`src/rtl/rf_write_arbiter_if.sv`:
```
// Write-source and register-file port bundle for rf_write_arbiter.
// master = writeback sources and counter control; slave = the arbiter.
interface rf_write_arbiter_if #(
  parameter int ADDRESS_WIDTH = 5,
  parameter int DATA_WIDTH    = 32,
  parameter int CNT_WIDTH     = 16
);
  logic                     a_valid;
  logic                     a_ready;
  logic [ADDRESS_WIDTH-1:0] a_addr;
  logic [DATA_WIDTH-1:0]    a_data;
  logic                     b_valid;
  logic                     b_ready;
  logic [ADDRESS_WIDTH-1:0] b_addr;
  logic [DATA_WIDTH-1:0]    b_data;
  logic                     rf_we;
  logic [ADDRESS_WIDTH-1:0] rf_A3;
  logic [DATA_WIDTH-1:0]    rf_WD;
  logic [CNT_WIDTH-1:0]     conflict_cnt;
  logic                     cnt_clr;

  modport master (
    output a_valid, a_addr, a_data, b_valid, b_addr, b_data, cnt_clr,
    input  a_ready, b_ready, rf_we, rf_A3, rf_WD, conflict_cnt
  );

  modport slave (
    input  a_valid, a_addr, a_data, b_valid, b_addr, b_data, cnt_clr,
    output a_ready, b_ready, rf_we, rf_A3, rf_WD, conflict_cnt
  );
endinterface

```
`src/rtl/rf_write_arbiter.sv`:
```
// Round-robin arbiter sharing the register-file write port between two writeback sources.
// Ready is combinational from valid; the granted write appears on rf_* one cycle later.
module rf_write_arbiter #(
  parameter int ADDRESS_WIDTH = 5,
  parameter int DATA_WIDTH    = 32,
  parameter int CNT_WIDTH     = 16
) (
  input  logic               clk,
  input  logic               res,
  rf_write_arbiter_if.slave  bus
);
  typedef enum logic {SRC_A = 1'b0, SRC_B = 1'b1} src_t;

  src_t                     last;
  src_t                     last_nxt;
  logic                     grant_a;
  logic                     grant_b;
  logic                     we_q;
  logic [ADDRESS_WIDTH-1:0] a3_q;
  logic [DATA_WIDTH-1:0]    wd_q;
  logic [CNT_WIDTH-1:0]     cnt_q;

  // The source that did not win last time gets priority when both are valid.
  always_comb begin
    grant_a  = 1'b0;
    grant_b  = 1'b0;
    last_nxt = last;
    if (!res) begin
      if (bus.a_valid && (!bus.b_valid || last == SRC_B)) begin
        grant_a  = 1'b1;
        last_nxt = SRC_A;
      end else if (bus.b_valid) begin
        grant_b  = 1'b1;
        last_nxt = SRC_B;
      end
    end
  end

  always_ff @(posedge clk or posedge res) begin
    if (res) begin
      last <= SRC_B;
    end else begin
      last <= last_nxt;
    end
  end

  // Register-0 writes complete the handshake but never raise the write enable.
  always_ff @(posedge clk or posedge res) begin
    if (res) begin
      we_q <= 1'b0;
      a3_q <= '0;
      wd_q <= '0;
    end else if (grant_a) begin
      we_q <= |bus.a_addr;
      a3_q <= bus.a_addr;
      wd_q <= bus.a_data;
    end else if (grant_b) begin
      we_q <= |bus.b_addr;
      a3_q <= bus.b_addr;
      wd_q <= bus.b_data;
    end else begin
      we_q <= 1'b0;
    end
  end

  always_ff @(posedge clk or posedge res) begin
    if (res) begin
      cnt_q <= '0;
    end else if (bus.cnt_clr) begin
      cnt_q <= '0;
    end else if (bus.a_valid && bus.b_valid && cnt_q != {CNT_WIDTH{1'b1}}) begin
      cnt_q <= cnt_q + CNT_WIDTH'(1);
    end
  end

  assign bus.a_ready      = grant_a;
  assign bus.b_ready      = grant_b;
  assign bus.rf_we        = we_q;
  assign bus.rf_A3        = a3_q;
  assign bus.rf_WD        = wd_q;
  assign bus.conflict_cnt = cnt_q;
endmodule
```
`src/flat_wrapper.sv`:
```
// flat-port wrapper written by rule: the top's interface ports become plain ports
module rf_write_arbiter_flat 
#(
  parameter int ADDRESS_WIDTH = 5,
  parameter int DATA_WIDTH    = 32,
  parameter int CNT_WIDTH     = 16
)
  (clk, res, bus_a_valid, bus_a_addr, bus_a_data, bus_b_valid, bus_b_addr, bus_b_data, bus_cnt_clr, bus_a_ready, bus_b_ready, bus_rf_we, bus_rf_A3, bus_rf_WD, bus_conflict_cnt);
  rf_write_arbiter_if #(.ADDRESS_WIDTH(ADDRESS_WIDTH), .DATA_WIDTH(DATA_WIDTH), .CNT_WIDTH(CNT_WIDTH)) bus_i ();
  input  logic clk;
  input  logic res;
  input wire logic [$bits(bus_i.a_valid)-1:0] bus_a_valid;
  input wire logic [$bits(bus_i.a_addr)-1:0] bus_a_addr;
  input wire logic [$bits(bus_i.a_data)-1:0] bus_a_data;
  input wire logic [$bits(bus_i.b_valid)-1:0] bus_b_valid;
  input wire logic [$bits(bus_i.b_addr)-1:0] bus_b_addr;
  input wire logic [$bits(bus_i.b_data)-1:0] bus_b_data;
  input wire logic [$bits(bus_i.cnt_clr)-1:0] bus_cnt_clr;
  output wire logic [$bits(bus_i.a_ready)-1:0] bus_a_ready;
  output wire logic [$bits(bus_i.b_ready)-1:0] bus_b_ready;
  output wire logic [$bits(bus_i.rf_we)-1:0] bus_rf_we;
  output wire logic [$bits(bus_i.rf_A3)-1:0] bus_rf_A3;
  output wire logic [$bits(bus_i.rf_WD)-1:0] bus_rf_WD;
  output wire logic [$bits(bus_i.conflict_cnt)-1:0] bus_conflict_cnt;
  assign bus_i.a_valid = bus_a_valid;
  assign bus_i.a_addr = bus_a_addr;
  assign bus_i.a_data = bus_a_data;
  assign bus_i.b_valid = bus_b_valid;
  assign bus_i.b_addr = bus_b_addr;
  assign bus_i.b_data = bus_b_data;
  assign bus_i.cnt_clr = bus_cnt_clr;
  assign bus_a_ready = bus_i.a_ready;
  assign bus_b_ready = bus_i.b_ready;
  assign bus_rf_we = bus_i.rf_we;
  assign bus_rf_A3 = bus_i.rf_A3;
  assign bus_rf_WD = bus_i.rf_WD;
  assign bus_conflict_cnt = bus_i.conflict_cnt;
  rf_write_arbiter #(.ADDRESS_WIDTH(ADDRESS_WIDTH), .DATA_WIDTH(DATA_WIDTH), .CNT_WIDTH(CNT_WIDTH)) u_core (.clk(clk), .res(res), .bus(bus_i));
endmodule
```
`config.mk`:
```
export PLATFORM = sky130hd
export DESIGN_NAME = rf_write_arbiter_flat
export DESIGN_NICKNAME = d
export VERILOG_FILES = /design/src/rtl/rf_write_arbiter_if.sv /design/src/rtl/rf_write_arbiter.sv /design/src/flat_wrapper.sv
export SDC_FILE = /design/constraint.sdc
export NUM_CORES = 1
export LEC_CHECK = 0
export ABC_AREA = 1
export CORE_ASPECT_RATIO = 1.5
export CORE_MARGIN = 1
export CORE_UTILIZATION = 30
export DETAILED_ROUTE_END_ITERATION = 16
export PLACE_DENSITY = 0.61
export SLEW_MARGIN = 20
export SYNTH_ARGS = -nofsm -noshare
export SYNTH_HDL_FRONTEND = slang
export SYNTH_SLANG_ARGS = --single-unit
```
`constraint.sdc`:
```
create_clock -name clk -period 1.7 [get_ports clk]
set_clock_uncertainty 0.05 [all_clocks]
set_input_delay 0.17 -clock clk [delete_from_list [all_inputs] [get_ports clk]]
set_output_delay 0.17 -clock clk [all_outputs]
set_load 0.01 [all_outputs]
```
==> results of run 1 <==
## Yosys cell counts (2+ instances only)
| master | number |
|---|---|
| o21bai_1 | 3 |
| inv_1 | 12 |
| nand3_1 | 13 |
| nand2_1 | 133 |
| a21oi_1 | 5 |
| dfrtp_1 | 54 |
| xor2_1 | 3 |
| o21ai_0 | 3 |
| clkbuf_1 | 6 |
| a31oi_1 | 37 |
| nand2_2 | 2 |
| buf_4 | 2 |
| buf_1 | 2 |
| nor2_1 | 57 |
| buf_2 | 8 |
| nor2_4 | 4 |
| nand4_1 | 10 |
| or2_2 | 3 |
| inv_2 | 2 |
## flip-flops by register name, indices dropped and copies added, names as in the netlist
register                 cells
u_core.bus.rf_WD            32
u_core.bus.conflict_cnt     16
u_core.bus.rf_A3             5
u_core.bus.rf_we             1
u_core.last                  1
## area by class of cell
| type | instances | area [µm²] |
|---|---|---|
| Fill cell | 919 | 4390 |
| Multi-Input combinational cell | 276 | 1280 |
| Sequential cell | 55 | 1380 |
| Clock buffer | 8 | 136 |
| Tap cell | 110 | 138 |
| Inverter | 14 | 55.1 |
| Timing Repair Buffer | 159 | 1560 |
## per-layer routing
metal | up-vias | GRT usage [%] | wire length, µm
li1 | 1483 | - | -
met1 | 1381 | 19.9 | 3350
met2 | 99 | 31.9 | 4420
met3 | 22 | 3.73 | 372
met4 | 0 | 9.71 | 321
met5 | - | 0 | 0
## repair_timing
item | CTS | global route
cloned | 0 | 0
endpoints found under the setup margin | 2 | 1
gates resized for setup | 2 | 1
## power breakdown
part	internal [W]	switching, W	total (W)
logic	0.000546	0.000402	0.000948
clock network	0.000550	0.000466	0.00102
registers	0.00145	0.0000790	0.00153
## worst max-delay path by stage
stage | start | slack, ps | depth (start not counted) | endpoint
4_1_cts | u_core.last | 60 | 3 | bus_a_ready
2_1_floorplan | res | 130 | 8 | u_core.bus.rf_WD[0]
3_3_place_gp | res | -120 | 5 | bus_a_ready
5_1_grt | u_core.bus.conflict_cnt[0] | 20 | 10 | u_core.bus.conflict_cnt[6]
3_5_place_dp | res | -120 | 5 | bus_a_ready
6_report | u_core.last | 80 | 3 | bus_a_ready
## cells by family after synthesis
kind of cell	after synthesis	synth area share, %
simple gates	223	33.1
flops	55	49.4
compound gates	49	10.8
buf+inv	33	5.34
xor+xnor	3	0.942
fa+ha+maj	1	0.448
## tightest hold or removal path, stage by stage
cell and delay (ps):
clkdlybuf4s50_1 470, inv_4 90, buf_4 340
## stage by stage
step / area, µm² / worst slack, ps / util, % / TNS [ps] / power, W
CTS: 4540 / 56.4 / 50.8 / 0 / 0.00354
detailed placement: 4400 / -120 / 49.3 / -3100 / 0.00252
finish: 4540 / 82.1 / 50.8 / 0 / 0.00350
floorplan: 2790 / 128 / - / 0 / 0.00191
global placement: 4400 / -123 / 49.3 / -2510 / 0.00251
global route: 4540 / 24.3 / 50.8 / 0 / 0.00369
==> run summary, run 1 <==
status = completed
first-pass GRT wire length = 13600 µm
Tmin final = 1620 ps
Mapped Nets = 444
antenna cells = 0
Seq/Total Area, Yosys = 49.4%
R2R Path Start = u_core.bus.conflict_cnt[0]
gpl congestion = 0.865
grt total ovfl = 0
Initial Util = 31.2%
ys async rst share = 100%
Final Non-Filler Cells = 622
Detail Placement HPWL = 6470 µm
CP required = 1480 ps
Root Buffer = clkbuf_16
ys flop type = dfrtp_1
Port Buffers = 134
die width = 80.7 µm
CP cell instances = inv_1 -> a21oi_4 -> dlygate4sd2_1
number of CTS-inserted buffers = 5
peak per-stage delay on the critical path = 540 ps
Syn Inst Count = 364
Cell Area, Synth = 0.00279 mm²
crit path DAT = 1400 ps
reg2reg end = u_core.bus.conflict_cnt[7]
post-CTS setup buffers = 0
Die Y = 120 µm
most frequent cells in the layout = nand2_1 (132), clkdlybuf4s50_1 (132), nor2_1 (57)
Post-synth EDFFs = 0
CTS sink cnt = 55
dpl cells = 614
CTS tree = yes
crit path kind = flip-flop to output pin
largest area contributor in the netlist = dfrtp_1
class of the worst hold path = primary input to async pin
worst hold slack = 317 ps
Buffers & Inverters on Critical Path = 2
synth top area cells = dfrtp_1 (48%), nand2_1 (18%), a31oi_1 (8.3%)
MaxCap Viol Count = 0
worst skew pair latency = 290 ps
Post-Route WL = 8460 µm
actual slew at the worst max-slew pin = 386 ps
Syn Area/Cell = 7.67 µm²
Yosys cell types = 24
crit-path leading delay family = flip-flops
Peak Freq = 0.618 GHz
yosys warns = 0
Slowest-stage cell, CP = dfstp_2
Tcrit/Tclk final = 95.2%
DR WL/cell = 13.6 µm
H-tree Lvls = 2
DRT antenna net count = 0
I/O Pins = 135
Max clock buf depth = 2
share of layout cells above drive strength 1 = 8.59%
crit-path max FO = 3
Max Slew Vio Count = 0
detailed-route via count = 2985
leakage power = 1.96 nW
Reg2Reg Setup Slack = 120 ps
count of final hold-check violations = 0
setup violators final = 0
Clock transition at path regs = 70 ps
drt via density = 4.80
Rows = 42
nets@finish = 591
largest net degree at the start of global routing = 49
RSZ-0062 raised after global routing = false
slew margin rel. = 74.2%
Worst setup SP type = flip-flop
DRC Markers = 0
Core Box Area = 0.00893 mm²
die area = 0.00970 mm²
CTS hold repair buffers = 0
area fraction of the dominant cell type after synthesis = 48.4%
Pwr Density = 770 mW/mm²
Pre-antenna DRT Iters = 4
Setup crit end kind = output pin
Layout area overhead = 62.7%
antenna violations before repair = 0
vias in the first global route = 3016
register bit total from synthesis = 55
worst reg-to-reg path cell count = 10
All-Layer GR Usage = 18.2%
VDD IR max = 0.454 mV
drt first-iter violations = 143
(Power assumes the default switching activity.)
==> run 2, diff against run 1 <==
- clock period: 1.7 -> 1.91 ns (I/O delays scaled with it)
==> run summary, run 2 (synthesized netlist as in run 1, its figures left out) <==
status = completed
DR WL/cell = 14.0 µm
die width = 80.7 µm
largest net degree at the start of global routing = 53
combinational power share = 27.1%
VDD IR max = 0.375 mV
Layout area overhead = 61.6%
H-tree Lvls = 2
crit-path max FO = 3
drt via density = 4.87
first-pass GRT wire length = 14200 µm
Final Non-Filler Cells = 613
setup violators final = 0
RSZ-0062 raised after global routing = false
actual slew at the worst max-slew pin = 687 ps
crit path DAT = 1600 ps
Reg2Reg Setup Slack = 150 ps
leakage power = 1.93 nW
Max clock buf depth = 2
worst hold slack = 135 ps
crit path kind = primary input to output pin
nets@finish = 582
Pwr Density = 691 mW/mm²
class of the worst hold path = primary input to async pin
Port Buffers = 134
Peak Freq = 0.544 GHz
antenna violations before repair = 0
CP required = 1670 ps
count of final hold-check violations = 0
worst skew pair latency = 290 ps
sum of negative setup slack = 0 ps
Worst setup SP type = primary input
CTS tree = yes
drt first-iter violations = 112
gpl congestion = 0.883
I/O Pins = 135
vias in the first global route = 2992
Detail Placement HPWL = 6390 µm
Clock transition at path regs = 70 ps
CTS hold repair buffers = 0
grt total ovfl = 0
commonest non-fill, non-tap cell in the layout = clkdlybuf4s50_1
worst reg-to-reg path cell count = 10
Setup crit end = bus_b_ready
DRC Markers = 0
MaxCap Viol Count = 0
detailed-route via count = 2986
most frequent cells in the layout = clkdlybuf4s50_1 (133), nand2_1 (132), nor2_1 (57)
R2R Path Start = u_core.bus.conflict_cnt[0]
Die Y = 120 µm
Pre-antenna DRT Iters = 5
Max Slew Vio Count = 0
antenna cells = 0
dpl cells = 604
Pint = 0.00226 W
FILL cells = 904
Core Box Area = 0.00893 mm²
Post-Route WL = 8610 µm
die area = 0.00970 mm²
Tmin final = 1840 ps
All-Layer GR Usage = 19.2%
Initial Util = 31.2%
Rows = 42
share of layout cells above drive strength 1 = 7.55%
Net Sw Power = 0.000855 W
Setup crit end kind = output pin
reg2reg end = u_core.bus.conflict_cnt[8]
sw frac = 27.4%
Largest register FFs = 32
Clk network pwr share = 29.0%
Root Buffer = clkbuf_16
worst setup path start = bus_b_valid
number of CTS-inserted buffers = 5
DRT antenna net count = 0
slew margin rel. = 54.2%
Tcrit/Tclk final = 96.3%
CTS sink cnt = 55
sequential share of power = 43.8%
-- run 2: changes by cell type in the layout (fill, tap and decap cells not counted) --
cell             previous run  this run
dlygate4sd2_1               2         1
inv_4                       1         0
clkdlybuf4s50_1           132       133
buf_4                      22        11
buf_12                      2         5
inv_2                       1         2
buf_6                       1         0
clkbuf_1                    3         0
clkinv_2                    0         3
-- run 2: through the flow --
| stage | total power, W | utilization, % | worst slack [ps] | area (µm²) |
|---|---|---|---|---|
| 3_5_place_dp | 0.00224 | 48.7 | 69.6 | 4350 |
| 2_1_floorplan | 0.00170 | - | 30.1 | 2790 |
| 4_1_cts | 0.00316 | 50.2 | 50.3 | 4490 |
| 3_3_place_gp | 0.00223 | 48.7 | 51.3 | 4350 |
| 6_report | 0.00312 | 50.5 | 70.5 | 4510 |
| 5_1_grt | 0.00328 | 50.5 | 2.21 | 4510 |
-- run 2: how the worst min path moves through the flow --
| stage | startpoint | end | slack, ps | cells past startpoint |
|---|---|---|---|---|
| finish | res | u_core.bus.rf_we | 140 | 3 |
| global route | res | u_core.bus.rf_we | 150 | 3 |
| CTS | res | u_core.bus.rf_we | 130 | 3 |
| detailed placement | res | u_core.bus.rf_we | 450 | 3 |
| global placement | res | u_core.bus.rf_we | 450 | 3 |
| floorplan | res | u_core.bus.conflict_cnt[0] | 240 | 1 |
-- run 2: timing repair --
action	CTS	global route
setup endpoints to repair	1	14
buffers inserted	0	1
gates resized for setup	1	0
hold endpoints to repair	0	0
pin swaps	0	1
-- run 2: power groups by stage --
stage	clock [W]	sequential, W	combinational [W]
2_1_floorplan	0	0.00144	0.000257
5_1_grt	0.000979	0.00138	0.000923
3_3_place_gp	0	0.00138	0.000846
6_report	0.000904	0.00137	0.000845
3_5_place_dp	0	0.00139	0.000853
4_1_cts	0.000942	0.00137	0.000854
-- run 2: worst max-delay path, cell delays in order --
cell             delay [ps]
clkdlybuf4s50_1         490
nand2_1                  80
a21oi_1                 240
clkdlybuf4s50_1         600
-- run 2: area by class of cell --
cell class	instances	area, µm²	area share, %
flip-flops and latches	55	1380	30.6
well taps	110	138	3.05
clock inverters	3	15.0	0.333
inverters	14	52.6	1.17
clock buffers	5	125	2.78
multi-input cells	276	1280	28.3
repair buffers	150	1520	33.8
-- run 2: routing by layer --
layer  wire [µm]  GRT usage [%]  vias up
li1            -              -     1465
met1        3290           21.4     1383
met2        4470           34.2      120
met3         588           4.18       18
met4         252           7.92        0
met5           0              0        -
==> run 3, diff against run 2 <==
- ABC_CLOCK_PERIOD_IN_PS: not set -> 2100
- CAP_MARGIN: not set -> 20
- clock period: 1.91 -> 2.1 ns (I/O delays scaled with it)
==> run summary, run 3 (synthesized netlist as in run 1, its figures left out) <==
met1 wire length = 3260 µm
Tot Pwr = 0.00283 W
status = completed
DR WL/cell = 14.1 µm
die width = 80.7 µm
CP cell instances = inv_1 -> a21oi_4 -> clkdlybuf4s50_1
commonest non-fill, non-tap cell in the layout = clkdlybuf4s50_1
Worst setup SP type = flip-flop
Clock transition at path regs = 70 ps
Detail Placement HPWL = 6300 µm
Root Buffer = clkbuf_16
CTS hold repair buffers = 0
Max clock buf depth = 2
CTS sink cnt = 55
sum of negative setup slack = 0 ps
Placed Area = 0.00427 mm²
storage element area = 0.00138 mm²
drt via density = 4.86
Post-Route WL = 8530 µm
R2R Path Start = u_core.bus.conflict_cnt[1]
Tmin final = 1940 ps
worst hold slack = 229 ps
multi-input combinational cell area = 0.00128 mm²
drt first-iter violations = 139
Post-CTS Resized = 0
Buffers & Inverters on Critical Path = 2
worst setup path start = u_core.last
DR top layer = met4
crit path DAT = 1680 ps
crit path kind = flip-flop to output pin
crit-path max FO = 4
DRT antenna net count = 0
Initial Util = 31.2%
Slowest-stage cell, CP = clkdlybuf4s50_1
first-pass GRT wire length = 13800 µm
H-tree Lvls = 2
reg2reg end = u_core.bus.conflict_cnt[13]
Final Non-Filler Cells = 607
count of final hold-check violations = 0
worst skew pair latency = 290 ps
CP required = 1840 ps
Tcrit/Tclk final = 92.6%
post-CTS setup buffers = 0
All-Layer GR Usage = 18.3%
peak per-stage delay on the critical path = 600 ps
slew margin rel. = 64.1%
nets@finish = 576
antenna violations before repair = 0
worst reg-to-reg path cell count = 9
Port Buffers = 134
met2 wire len = 4580 µm
Largest register FFs = 32
grt total ovfl = 0
CTS tree = yes
DRC Markers = 0
share of layout cells above drive strength 1 = 6.24%
Pre-antenna DRT Iters = 5
die area = 0.00970 mm²
most frequent cells in the layout = clkdlybuf4s50_1 (134), nand2_1 (132), nor2_1 (57)
Reg2Reg Setup Slack = 290 ps
crit-path leading delay family = buffers and inverters
Max Slew Vio Count = 0
largest net degree at the start of global routing = 59
MaxCap Viol Count = 0
antenna cells = 0
vias in the first global route = 2948
Layout area overhead = 58.5%
Pwr Density = 640 mW/mm²
setup violators final = 0
class of the worst hold path = primary input to async pin
WL met3 = 565 µm
Core Box Area = 0.00893 mm²
leakage power = 1.88 nW
number of CTS-inserted buffers = 5
dpl cells = 599
detailed-route via count = 2950
Rows = 42
RSZ-0062 raised after global routing = false
actual slew at the worst max-slew pin = 539 ps
FILL cells = 906
Peak Freq = 0.514 GHz
gpl congestion = 0.892
Die Y = 120 µm
I/O Pins = 135
VDD IR max = 0.479 mV
final instance area = 0.00442 mm²
Setup crit end kind = output pin
## run 3: cell types whose count changed in the layout (fill, tap and decap cells not counted), sizes merged
cell and delta:
dlygate4sd2 -1, clkinv -2, clkdlybuf4s50 +1, buf -6, clkbuf +2
## run 3: cell type report
type / instances / area share (%)
Inverter: 14 / 1.19
Multi-Input combinational cell: 276 / 28.9
Timing Repair Buffer: 144 / 32.3
Tap cell: 110 / 3.11
Clock buffer: 7 / 3.23
Sequential cell: 55 / 31.2
Clock inverter: 1 / 0.113
## run 3: through the flow
step / utilization (%) / setup WS (ps)
after floorplan: - / 201
after global placement: 47.8 / 179
after detailed placement: 47.8 / 185
after CTS: 49.5 / 140
after global routing: 49.5 / 91.5
final: 49.5 / 155
## run 3: how the worst max path moves through the flow
stage                                     end  slack, ps  cells after the start
final                             bus_a_ready        160                      3
after global routing              bus_a_ready         90                      3
after global placement            bus_b_ready        180                      5
after detailed placement          bus_a_ready        190                      4
after CTS                         bus_a_ready        140                      3
after floorplan           u_core.bus.rf_WD[0]        200                      8
## run 3: where the power goes
group          switching (W)  total [W]  internal (W)
clock network       0.000370   0.000844      0.000474
logic               0.000322   0.000743      0.000421
registers          0.0000648    0.00124       0.00118
## run 3: worst min-delay path, delay by kind of cell
kind | cells | cell delay [ps]
buf+inv | 3 | 720
## run 3: metal layers
layer  up-vias  track usage (%)
li1       1457                -
met1      1386             19.8
met2        97             33.6
met3        10             4.71
met4         0             5.92
met5         -                0
